<file path="src/rtl/layer_motion_updater.sv">
// ---------------------------------------------------------------------------
// layer_motion_updater
//
// Per-frame write-back engine for the layer header registers. On every
// frameStart pulse it walks each layer through the shared controller port of
// the layer header block. Populated layers get their X/Y position advanced by
// the integer part of their signed fixed-point velocity. Animated sprites also
// get their current frame number stepped. The host shares the port through
// busReq/busGrant. Nothing advances while the grant is withheld.
//
// Optional build macro: LAYER_ANIM_DIVIDER_EN
//   When defined, parameter ANIM_DIV is added. Animation then only advances on
//   every ANIM_DIV-th pass, starting with the first pass after reset. When it is
//   not defined, animation advances on every pass.
//
// Ports
//   clk                 master clock
//   reset               synchronous, active-high; clears all state
//   frameStart          1-cycle pulse at start of a video frame
//   busGrant            1 = updater owns the controller port this cycle
//   ctrlReadData[15:0]  header read data (combinational on address)
//   busReq              high while a pass is in progress
//   ctrlReadWriteLayer  layer being accessed
//   layerRegisterIndex  header register being accessed
//   writeLayerData      data to write
//   writeLayerEn        write strobe, one cycle per write
//   busy                pass in progress (same as busReq)
//   done                1-cycle pulse when a pass completes
// ---------------------------------------------------------------------------
module layer_motion_updater #(
  parameter int NUM_LAYERS    = 32,
  parameter int VEL_FRAC_BITS = 4
`ifdef LAYER_ANIM_DIVIDER_EN
  , parameter int ANIM_DIV    = 4
`endif
) (
  input  logic        clk,
  input  logic        reset,
  input  logic        frameStart,
  input  logic        busGrant,
  input  logic [15:0] ctrlReadData,
  output logic        busReq,
  output logic [4:0]  ctrlReadWriteLayer,
  output logic [2:0]  layerRegisterIndex,
  output logic [15:0] writeLayerData,
  output logic        writeLayerEn,
  output logic        busy,
  output logic        done
);

  typedef enum logic [3:0] {
    IDLE, RD_FLAGS, RD_VX, RD_X, WR_X, RD_VY, RD_Y, WR_Y, RD_FRM, WR_FRM, NEXT
  } stateType;

  stateType state, nextState;

  logic [4:0]  layer;
  logic        pending;
  logic        animCandidate;
  logic [15:0] delta;
  logic [15:0] dataReg;
  logic        doneReg;

  logic signed [15:0] readDelta;
  logic               lastLayer;
  logic               animSlot;
  logic               animate;
  logic [8:0]         curPlusOne;
  logic [7:0]         nxtFrame;

`ifdef LAYER_ANIM_DIVIDER_EN
  logic [7:0] animCount;
  assign animSlot = (animCount == 8'd0);
`else
  assign animSlot = 1'b1;
`endif

  // Integer pixel step: arithmetic shift, so small negative velocities floor to -1
  assign readDelta  = $signed(ctrlReadData) >>> VEL_FRAC_BITS;
  assign lastLayer  = (layer == 5'(NUM_LAYERS - 1));
  assign animate    = animCandidate & animSlot;

  // Frame step uses 9 bits so cur=255 wraps to 0 rather than overflowing
  assign curPlusOne = {1'b0, dataReg[15:8]} + 9'd1;
  assign nxtFrame   = ((dataReg[7:0] == 8'd0) || (curPlusOne >= {1'b0, dataReg[7:0]}))
                      ? 8'd0 : curPlusOne[7:0];

  assign busReq             = (state != IDLE);
  assign busy               = busReq;
  assign done               = doneReg;
  assign ctrlReadWriteLayer = layer;

  // Next-state and per-state port drive. A withheld grant freezes the state
  // and suppresses the write strobe. The address stays put because it only
  // depends on the state.
  always_comb begin
    nextState          = state;
    layerRegisterIndex = 3'd0;
    writeLayerData     = 16'd0;
    writeLayerEn       = 1'b0;
    case (state)
      IDLE: begin
        if (frameStart || pending) nextState = RD_FLAGS;
      end
      RD_FLAGS: begin
        layerRegisterIndex = 3'd0;
        if (busGrant) nextState = ctrlReadData[0] ? RD_VX : NEXT;
      end
      RD_VX: begin
        layerRegisterIndex = 3'd5;
        if (busGrant) nextState = (readDelta == 16'sd0) ? RD_VY : RD_X;
      end
      RD_X: begin
        layerRegisterIndex = 3'd3;
        if (busGrant) nextState = WR_X;
      end
      WR_X: begin
        layerRegisterIndex = 3'd3;
        writeLayerData     = dataReg + delta;
        writeLayerEn       = busGrant;
        if (busGrant) nextState = RD_VY;
      end
      RD_VY: begin
        layerRegisterIndex = 3'd6;
        if (busGrant) begin
          if (readDelta != 16'sd0) nextState = RD_Y;
          else                     nextState = animate ? RD_FRM : NEXT;
        end
      end
      RD_Y: begin
        layerRegisterIndex = 3'd4;
        if (busGrant) nextState = WR_Y;
      end
      WR_Y: begin
        layerRegisterIndex = 3'd4;
        writeLayerData     = dataReg + delta;
        writeLayerEn       = busGrant;
        if (busGrant) nextState = animate ? RD_FRM : NEXT;
      end
      RD_FRM: begin
        layerRegisterIndex = 3'd7;
        if (busGrant) nextState = WR_FRM;
      end
      WR_FRM: begin
        layerRegisterIndex = 3'd7;
        writeLayerData     = {nxtFrame, dataReg[7:0]};
        writeLayerEn       = busGrant;
        if (busGrant) nextState = NEXT;
      end
      NEXT: begin
        if (busGrant) nextState = lastLayer ? IDLE : RD_FLAGS;
      end
      default: nextState = IDLE;
    endcase
  end

  // State register, layer walk, captured header fields and the pending frame
  // request. A frameStart seen mid-pass queues a single restart. A frameStart
  // seen in IDLE, including the done cycle, starts the pass directly.
  always_ff @(posedge clk) begin
    if (reset) begin
      state         <= IDLE;
      layer         <= 5'd0;
      pending       <= 1'b0;
      animCandidate <= 1'b0;
      delta         <= 16'd0;
      dataReg       <= 16'd0;
      doneReg       <= 1'b0;
    end else begin
      state   <= nextState;
      doneReg <= (state == NEXT) && busGrant && lastLayer;

      if (state == IDLE)   pending <= 1'b0;
      else if (frameStart) pending <= 1'b1;

      if (busGrant) begin
        case (state)
          RD_FLAGS:           animCandidate <= ctrlReadData[1] & ctrlReadData[3];
          RD_VX, RD_VY:       delta         <= readDelta;
          RD_X, RD_Y, RD_FRM: dataReg       <= ctrlReadData;
          NEXT:               layer         <= lastLayer ? 5'd0 : layer + 5'd1;
          default: ;
        endcase
      end
    end
  end

`ifdef LAYER_ANIM_DIVIDER_EN
  // Pass counter for the animation divider. It advances on each completed
  // pass, so the pass that sees zero is the one that animates.
  always_ff @(posedge clk) begin
    if (reset) begin
      animCount <= 8'd0;
    end else if ((state == NEXT) && busGrant && lastLayer) begin
      animCount <= (animCount >= 8'(ANIM_DIV - 1)) ? 8'd0 : animCount + 8'd1;
    end
  end
`endif

endmodule

</file>
<file path="config.mk">
export PLATFORM = sky130hd
export DESIGN_NAME = layer_motion_updater
export DESIGN_NICKNAME = d
export VERILOG_FILES = /design/src/rtl/layer_motion_updater.sv
export SDC_FILE = /design/constraint.sdc
export NUM_CORES = 1
export LEC_CHECK = 0
export ABC_CLOCK_PERIOD_IN_PS = 4450
export CORE_MARGIN = 3
export CORE_UTILIZATION = 55
export DETAILED_ROUTE_END_ITERATION = 7
export HOLD_SLACK_MARGIN = 0.12
export PLACE_DENSITY = 0.81
export SYNTH_ARGS = -nofsm -noshare
export SYNTH_HDL_FRONTEND = slang
export SYNTH_SLANG_ARGS = --single-unit
</file>
<file path="constraint.sdc">
create_clock -name clk -period 4.45 [get_ports clk]
set_clock_uncertainty 0.05 [all_clocks]
set_input_delay 0.445 -clock clk [delete_from_list [all_inputs] [get_ports clk]]
set_output_delay 0.445 -clock clk [all_outputs]
set_load 0.02 [all_outputs]
</file>
==> flow_metrics.env <==
export IMPL_outcome="finished, final reports clean"
export IMPL_yosysMostFrequentCell="nor2_1"
export IMPL_ctsResizeCount=0
export IMPL_wire_per_inst_um=15.48
export IMPL_ir_drop_mv=0.3144
export IMPL_clk_pin_slew_worst_paths_ps=80
export IMPL_hold_path_class="reg2reg"
export IMPL_viasPerCell=5.874
export IMPL_post_route_min_period_ps=4040
export IMPL_p_sw_share_pct=35.79
export IMPL_grt_pass1_wl_um=12920
export IMPL_syn_area_per_cell_um2=8.141
export IMPL_yosys_warnings=0
export IMPL_clk_latency_ps=290
export IMPL_vias=2931
export IMPL_synth_cells=391
export IMPL_p_leak_nw=1.613
export IMPL_grt_overflow_total=0
export IMPL_finalCritPeriodShare_pct=90.79
export IMPL_path_class="reg2out"
export IMPL_nets=474
export IMPL_p_int_uw=841.9
export IMPL_io_pins=48
export IMPL_die_w_um=82.08
export IMPL_h_tree_depth=2
export IMPL_crit_path_start_kind="flip-flop"
export IMPL_fin_setup_tns_ps=0
export IMPL_rrSetupSlack_ps=2090
export IMPL_worstPathRequired_ps=3950
export IMPL_postRouteAntennaNets=0
export IMPL_hold_viol=0
export IMPL_tightest_slew_ps=714.1
export IMPL_yosysSeqAreaShare_pct=25.16
export IMPL_place_inst=492
export IMPL_gp_congestion=0.9324
export IMPL_grt_pass1_vias=2675
export IMPL_relSlewSlack_pct=52.18
export IMPL_cts_buffers_inserted=5
export IMPL_clkPwrFrac_pct=26.4
export IMPL_slew_violations=0
export IMPL_ys_flop_type="dfxtp_1"
export IMPL_synth_nets=438
export IMPL_layout_cells_non_filler=499
export IMPL_netlist_area_mm2=0.003183
export IMPL_drt_pass1_iter_count=4
export IMPL_portBuffers=47
export IMPL_yosys_top_cells_count="nor2_1 (54), dfxtp_1 (40), mux2i_1 (33)"
export IMPL_drt_iter0_markers=253
export IMPL_p_switching_uw=469.2
export IMPL_n_antenna_cell=0
export IMPL_die_y_um=82.08
export IMPL_fp_row_count=27
export IMPL_power_density_mw_per_mm2=348.4
export IMPL_fin_ws_ps=409.8
export IMPL_synth_area_top_cells="dfxtp_1 (25%), mux2i_1 (10%), ha_1 (10%)"
export IMPL_fin_area_mm2=0.003764
export IMPL_synth_top_cell_by_area="dfxtp_1"
export IMPL_seq_power_share_pct=36.4
export IMPL_die_area_mm2=0.006736
export IMPL_utilization_pct=67.93
export IMPL_syn2layout_area_growth_pct=18.24
export IMPL_synthArstFlopShare_pct=0
export IMPL_ys_types=60
export IMPL_ys_seq_elements=40
export IMPL_clockRootBuffer="clkbuf_8"
export IMPL_core_mm2=0.005540
export IMPL_worstPathArrival_ps=3550
export IMPL_synth_top_cell_area_share_pct=25.16
export IMPL_postCtsSetupBuffers=0
export IMPL_cts_tree="built"
export IMPL_start_util_pct=57.45
export IMPL_clockBufferDepth=2
export IMPL_fmax_mhz=247.5
export IMPL_drc=0
export IMPL_maxCapViolCount=0
export IMPL_holdBufCountCts=0
export IMPL_grt_max_degree=35
export IMPL_clkSinkCount=40
export IMPL_drive_gt1_share_pct=6.792
export IMPL_pre_cts_slack_ps=783.5
export IMPL_nFillCells=458
export IMPL_worst_path_max_fanout=8
export IMPL_synth_edf_count=0
export IMPL_rsz0062_at_grt="false"
export IMPL_antenna_found_initial=0
export IMPL_routed_wl_um=7726
export IMPL_combPwrFrac_pct=37.2
export IMPL_endpoint_kind="output pin"
export IMPL_place_area_mm2=0.003635
export IMPL_setup_viol=0
export IMPL_grt_use_total_pct=24.46
export IMPL_dp_hpwl_um=5824
[cell families (layout without fill, tap and decap cells)]
| family | Yosys count | count (layout) | synth area share [%] |
|---|---|---|---|
| flops | 40 | 40 | 25.16 |
| compound gates | 88 | 88 | 18.24 |
| mux | 34 | 34 | 10.73 |
| simple gates | 143 | 143 | 23.74 |
| xor+xnor | 17 | 17 | 4.678 |
| buf+inv | 42 | 78 | 6.604 |
| fa+ha+maj | 27 | 27 | 10.85 |
[routing by layer]
| metal | share of wire (%) | global-route usage, % |
|---|---|---|
| met5 | 0 | 0 |
| met2 | 48 | 40.95 |
| met1 | 46 | 33.02 |
| met3 | 4.8 | 3.947 |
| met4 | 0.88 | 5.150 |
[per-stage QoR]
stage               power (mW)  hold slack (ps)
global placement        0.9501            424.5
CTS                      1.320            452.5
floorplan               0.8521            405.1
finish                   1.311            442.4
global route             1.396            473.7
detailed placement      0.9660            433.9
[state kept, by name, indices dropped and copies added (netlist names)]
name	cells
animCandidate	1
ctrlReadWriteLayer	5
dataReg	16
delta	12
done	1
pending	1
state	4
[cell type report]
type	count	area, um2	share of cell area (%)
Clock buffer	5	68.82	1.828
Clock inverter	2	60.06	1.596
Inverter	21	78.83	2.094
Multi-Input combinational cell	309	2172	57.71
Sequential cell	40	800.8	21.28
Tap cell	72	90.09	2.394
Timing Repair Buffer	50	493.0	13.10
[critical path: stages, from the launching register on]
cell	delay [ps]
dfxtp_1	460
ha_1	240
nand3_1	130
nor2_1	200
xor2_1	230
ha_1	310
a21oi_1	170
nand3_1	90
o21ai_0	190
nand3_1	320
o221ai_1	290
clkdlybuf4s50_1	630
[placed cells by master (no fill, tap or decap), types with 12 or more instances in the layout]
master	synthesis	layout
o21ai_0	22	22
clkdlybuf4s50_1	0	47
nand2_1	26	26
inv_1	21	21
nand3_1	13	13
mux2i_1	33	33
a21oi_1	26	26
dfxtp_1	40	40
xor2_1	12	12
nor2_1	54	54
ha_1	26	26
[power by group through the flow]
| stage | clock [mW] | combinational [mW] | sequential, mW |
|---|---|---|---|
| after floorplan | 0 | 0.425 | 0.427 |
| after global placement | 0 | 0.472 | 0.478 |
| after detailed placement | 0 | 0.484 | 0.482 |
| after CTS | 0.358 | 0.487 | 0.475 |
| after global routing | 0.368 | 0.542 | 0.486 |
| final | 0.347 | 0.488 | 0.477 |
[final timing paths]
path	depth (start not counted)	end	start
worst max-delay path	11	writeLayerData[15]	dataReg[8]
worst min-delay path	2	animCandidate	animCandidate
worst max register to register	7	delta[6]	state[0]
worst min register to register	2	animCandidate	animCandidate
(Power assumes the default switching activity.)
